**src/rtl/median_window_feeder.sv**
```systemverilog
// median_window_feeder
//   Upstream stage of the 5-point median filter. It collects a stream of
//   samples into a sliding window of the last TAPS samples. Each complete
//   window is presented, packed, to the median core.
//
//   Handshakes (both sides): a transfer happens at a rising edge where
//   valid & ready are both high. A held window never changes while it
//   waits, and the sample side is stalled until the window is taken.
//
//   Optional build macro: REPLICATE_EDGE_EN
//     defined   - the first sample after reset/clear fills every slot (edge
//                 padding), so every input sample yields a window.
//     undefined - plain priming: the first TAPS-1 samples yield no window.
module median_window_feeder #(
    parameter int DATA_W = 8,
    parameter int TAPS   = 5,
    parameter int CNT_W  = 16,
    localparam int FILL_W = $clog2(TAPS + 1)
) (
    input  logic                     iClk,
    input  logic                     iReset_n,
    input  logic                     iClear,
    input  logic                     iValid,
    input  logic [DATA_W-1:0]        iSample,
    output logic                     oReady,
    output logic                     oWinValid,
    input  logic                     iWinReady,
    output logic [TAPS*DATA_W-1:0]   oWindow,
    output logic [FILL_W-1:0]        oFill,
    output logic [CNT_W-1:0]         oWinCount,
    output logic                     oStateRun
);

    typedef enum logic {
        PRIME = 1'b0,
        RUN   = 1'b1
    } state_t;

    state_t              state;
    state_t              stateNext;
    logic [DATA_W-1:0]   slots     [TAPS];
    logic [DATA_W-1:0]   slotsNext [TAPS];
    logic [FILL_W-1:0]   fillNext;
    logic                validNext;
    logic [CNT_W-1:0]    countNext;
    logic                accept;
    logic                consume;

    // Ready depends combinationally only on iWinReady; a pending window blocks intake.
    always_comb begin
        oReady  = ~oWinValid | iWinReady;
        accept  = iValid & oReady;
        consume = oWinValid & iWinReady;
    end

    // Next-state and datapath: clear dominates, then shift on accept, then consume.
    always_comb begin
        stateNext = state;
        fillNext  = oFill;
        validNext = oWinValid;
        countNext = oWinCount;
        for (int k = 0; k < TAPS; k++) slotsNext[k] = slots[k];

        if (iClear) begin
            stateNext = PRIME;
            fillNext  = '0;
            validNext = 1'b0;
            countNext = '0;
            for (int k = 0; k < TAPS; k++) slotsNext[k] = '0;
        end else begin
            if (consume) countNext = oWinCount + CNT_W'(1);
            if (accept) begin
                for (int k = TAPS - 1; k > 0; k--) slotsNext[k] = slots[k-1];
                slotsNext[0] = iSample;
                case (state)
                    PRIME: begin
`ifdef REPLICATE_EDGE_EN
                        for (int k = 0; k < TAPS; k++) slotsNext[k] = iSample;
                        fillNext  = FILL_W'(TAPS);
                        validNext = 1'b1;
                        stateNext = RUN;
`else
                        fillNext = oFill + FILL_W'(1);
                        if (oFill == FILL_W'(TAPS - 1)) begin
                            validNext = 1'b1;
                            stateNext = RUN;
                        end
`endif
                    end
                    RUN: begin
                        validNext = 1'b1;
                    end
                    default: begin
                        stateNext = PRIME;
                    end
                endcase
            end else if (consume) begin
                validNext = 1'b0;
            end
        end
    end

    // State register and datapath registers with asynchronous active-low reset.
    always_ff @(posedge iClk or negedge iReset_n) begin
        if (!iReset_n) begin
            state     <= PRIME;
            oFill     <= '0;
            oWinValid <= 1'b0;
            oWinCount <= '0;
            for (int k = 0; k < TAPS; k++) slots[k] <= '0;
        end else begin
            state     <= stateNext;
            oFill     <= fillNext;
            oWinValid <= validNext;
            oWinCount <= countNext;
            for (int k = 0; k < TAPS; k++) slots[k] <= slotsNext[k];
        end
    end

    // Pack the slots onto the window bus: slot 0 (newest) in the low bits.
    always_comb begin
        oWindow = '0;
        for (int k = 0; k < TAPS; k++) oWindow[k*DATA_W +: DATA_W] = slots[k];
        oStateRun = (state == RUN);
    end

endmodule

```
**config.mk**
```make
export PLATFORM = sky130hd
export DESIGN_NAME = median_window_feeder
export DESIGN_NICKNAME = d
export VERILOG_FILES = /design/src/rtl/median_window_feeder.sv
export SDC_FILE = /design/constraint.sdc
export NUM_CORES = 1
export LEC_CHECK = 0
export ABC_AREA = 1
export CORE_ASPECT_RATIO = 1.1
export CORE_MARGIN = 3
export CORE_UTILIZATION = 43
export DETAILED_ROUTE_END_ITERATION = 8
export HOLD_SLACK_MARGIN = 0.08
export PLACE_DENSITY_LB_ADDON = 0.08
export SYNTH_ARGS = -nofsm -noshare
export SYNTH_HDL_FRONTEND = slang
export SYNTH_SLANG_ARGS = --single-unit
export TNS_END_PERCENT = 100
```
**constraint.sdc**
```tcl
create_clock -name iClk -period 1.1 [get_ports iClk]
set_input_delay 0.22 -clock iClk [delete_from_list [all_inputs] [get_ports iClk]]
set_output_delay 0.22 -clock iClk [all_outputs]
set_load 0.03 [all_outputs]
```
==> summary.md <==
| Metric | Value |
|---|---|
| Hold EP | oWinValid |
| Unrepaired setup endpoints after global routing | true |
| Critical register-to-register path endpoint | oWinCount[14] |
| Commonest cells after routing, fill and taps aside | buf_6, buf_4, inv_1, dfrtp_1, nand2_1 |
| Xor and xnor fraction of the mapped netlist area | 0.00658 |
| Cell count after placement | 457 |
| Width of the die | 81.0 um |
| Complex-gate fraction of the synthesized area | 0.141 |
| Area growth from synthesis to final layout | 82.8% |
| Cell area after placement | 3690 um2 |
| Final HPWL from detailed placement | 4480 um |
| Vert. Die Dim | 88.5 um |
| Power density normalized to cell area | 1180 nW/um2 |
| Number of standard-cell rows in the floorplan | 29 |
| Combinational fraction of design power | 0.166 |
| Number of nets produced by synthesis | 303 |
| Area share of the largest cell type after synthesis | 0.574 |
| Via density per instance | 5.02 |
| # fillers | 323 |
| Maximum level of the CTS H-tree | 3 |
| Hold_sp | iClear |
| Final setup violation count | 98 |
| Minimum hold slack | 286 ps |
| Clk_lat worst skew | 340 ps |
| Register-to-Register Path Depth | 8 |
| FMAX | 0.762 GHz |
| Clock buffer count from CTS | 9 |
| Detailed-route DRC error count | 0 |
| Pwr Total | 5.77 mW |
| Data required, critical path | 1330 ps |
| Minimum setup slack among reg-to-reg paths | -210 ps |
| GRT Overall Usage | 0.202 |
| Final weighted congestion in routability-driven placement | 0.807 |
| Top cells by area in the synthesized netlist | dfrtp_1, inv_1, o22ai_1 |
| Antenna Cells | 0 |
| Nature of the critical path startpoint | register |
| Post-synthesis share of cell area spent on full adders, half adders and majority gates | 0.0141 |
| Count of unique library cells instantiated by Yosys | 24 |
| Count of nets left with antenna violations after detail routing | 0 |
| Setup Total Neg Slack | -9270 ps |
| Largest net degree at the start of global routing | 62 |
| Highest fanout seen on the critical path | 4 |
| Average footprint of a synthesized cell | 9.27 um2 |
| Via count | 2,603 |
| Initial antenna violation count | 0 |
| Portion of netlist area occupied by mux cells | 0 |
| Sink Count | 61 |
| Clock root cell | clkbuf_8 |
| Maximum ir drop on the vdd rail | 937 uV |
| Internal power | 4.27 mW |
| Beginning of the worst register-to-register path | oWinCount[1] |
| Number of primary I/O pins | 75 |
| Result of the run | finished, violations left |
| Total number of yosys warnings | 0 |
| Final design utilization | 0.828 |
| Violated checks | negative setup slack |
| Number of violations of the max-capacitance limit | 0 |
| Switch Pwr | 1.50 mW |
| Max-slew headroom | 0.772 |
| CTS clock-pin slew for the worst setup and hold paths | 70 ps |
| Simple-gate area share of the yosys netlist | 0.167 |
| Clock tree buffer depth | 2 |
| Proportion of total power due to net switching | 0.260 |
| Final worst path period need | 1310 ps |
| Wire length reported by the detailed router | 7830 um |
| Final setup slack of the worst path | -213 ps |
| Global-route wire length before repair | 11,100 um |
| Start point of the critical path | oWinCount[1] |
| Total number of nets in the final design | 453 |
| Area enclosed by the die boundary | 7170 um2 |
| Number of hold-slack violations in the final timing report | 0 |
| Via count of the first global-routing pass | 2,354 |
| Part of the Yosys area used for sequential elements | 0.574 |
| Layout cell share with drive strength beyond 1 | 0.525 |
| Main combinational cell family by area after synthesis | simple AND/OR/NAND/NOR gates |
| Number of iterations in the first detailed-routing pass | 4 |
| Fraction of power consumed by sequential logic | 0.413 |
| Number of cells traversed by the worst hold path | 3 |
| Average routed wire per standard cell | 15.1 um |
| Post-route cell area | 4870 um2 |
| Clk network pwr share | 0.421 |
| Starting density of the core | 0.453 |
| Class of the tightest hold or removal check | primary input to register |
| Core box area | 5880 um2 |
| Cell area after technology mapping | 2660 um2 |
| Minimum setup slack after placement | -474 ps |
| Quantity of I/O buffers inserted on ports | 74 |
| Final worst clock skew | 5.73 ps |
| First-iteration detailed-routing DRC count | 123 |
| Non-filler instance count after layout | 519 |
| Cell count after synthesis | 287 |
| Clock tree from TritonCTS | yes |
| Actual slew at the worst max-slew pin | 342 ps |
| Post-synthesis cell type with the largest combined area | dfrtp_1 |
| Commonest non-fill, non-tap cell in the layout | buf_6 |
| Worst setup EP type | register |
| Number of storage elements in the synthesis netlist | 61 |
| Worst setup path category | register to register |
| Final Cycle Share | 1.19 |
| CP arrival | 1540 ps |
| Total global routing overflow | 0 |
| Count of final max-slew check failures | 0 |
| Lkg Pwr | 2.27 nW |
-- power groups by stage --
stage	combinational (mW)	sequential [mW]	clock, mW
2_1_floorplan	0.251	2.56	0
3_3_place_gp	0.702	2.41	0
3_5_place_dp	0.710	2.41	0
4_1_cts	0.823	2.38	2.46
5_1_grt	1.02	2.39	2.55
6_report	0.957	2.38	2.43
-- area by class of cell --
class                      count  area (um2)  area share
timing repair buffer         149        1590       0.327
sequential                    61        1550       0.318
multi-input combinational    162        1180       0.243
inverter                      54         214      0.0440
clock buffer                  10         128      0.0262
clock inverter                 6         111      0.0229
tap                           77        96.3      0.0198
-- worst max path at each step --
stage | depth (start not counted) | end
floorplan | 6 | oWindow[0]
global route | 8 | oWinCount[14]
detailed placement | 8 | oWindow[33]
finish | 8 | oWinCount[14]
global placement | 7 | oFill[0]
CTS | 3 | oReady
-- critical path: stages, from the launching register on --
cell	delay, ps
dfrtp_2	410
ha_4	180
nand2_4	60
nor2_4	110
nand3_2	110
nor2_2	150
nand2_1	80
nand2_1	60
nor2_1	40
-- what timing repair did --
action / in CTS / in global routing
hold buffers: 1 / 0
gates resized for setup: 92 / 42
buffers inserted: 24 / 17
setup endpoints to repair: 119 / 123
hold endpoints to repair: 61 / 0
pin swaps: 4 / 13
gates cloned: 0 / 4
-- registers in the layout (all words and copies together) (netlist names) --
signal	cells
oWinValid	1
oWinCount	16
oStateRun	1
oWindow	40
oFill	3
-- synth_stat cells --
cell type / instances
nand3_2: 2
dfrtp_1: 61
o21ai_2: 2
o31ai_1: 1
nor3b_1: 1
o21ai_1: 10
inv_1: 52
nand2_2: 5
nand2_1: 32
nor2_2: 2
nor3_1: 4
xor2_1: 2
nor2_1: 21
a21oi_1: 10
o21ai_0: 20
buf_4: 3
buf_2: 7
nor2_4: 4
o22ai_1: 24
ha_1: 3
nand2_4: 2
inv_2: 2
nand3_1: 16
nand4_1: 1
-- kinds of logic (layout without fill, tap and decap cells) --
| family | count (synthesis) | after routing |
|---|---|---|
| AOI/OAI and AO/OA | 67 | 67 |
| xor gates and xnor gates | 2 | 2 |
| adders and majority gates | 3 | 3 |
| buffers and inverters | 64 | 219 |
| DFF | 61 | 61 |
| and+or+nand+nor | 90 | 90 |
-- metal layers --
layer  vias to the layer above  part of all wire  track usage
met1                      1278              0.42        0.258
met2                        75              0.52        0.336
met3                        13             0.042       0.0509
li1                       1237                 -            -
met4                         0             0.015       0.0691
met5                         -                 0            0
Power figures use the tool's default switching activity.
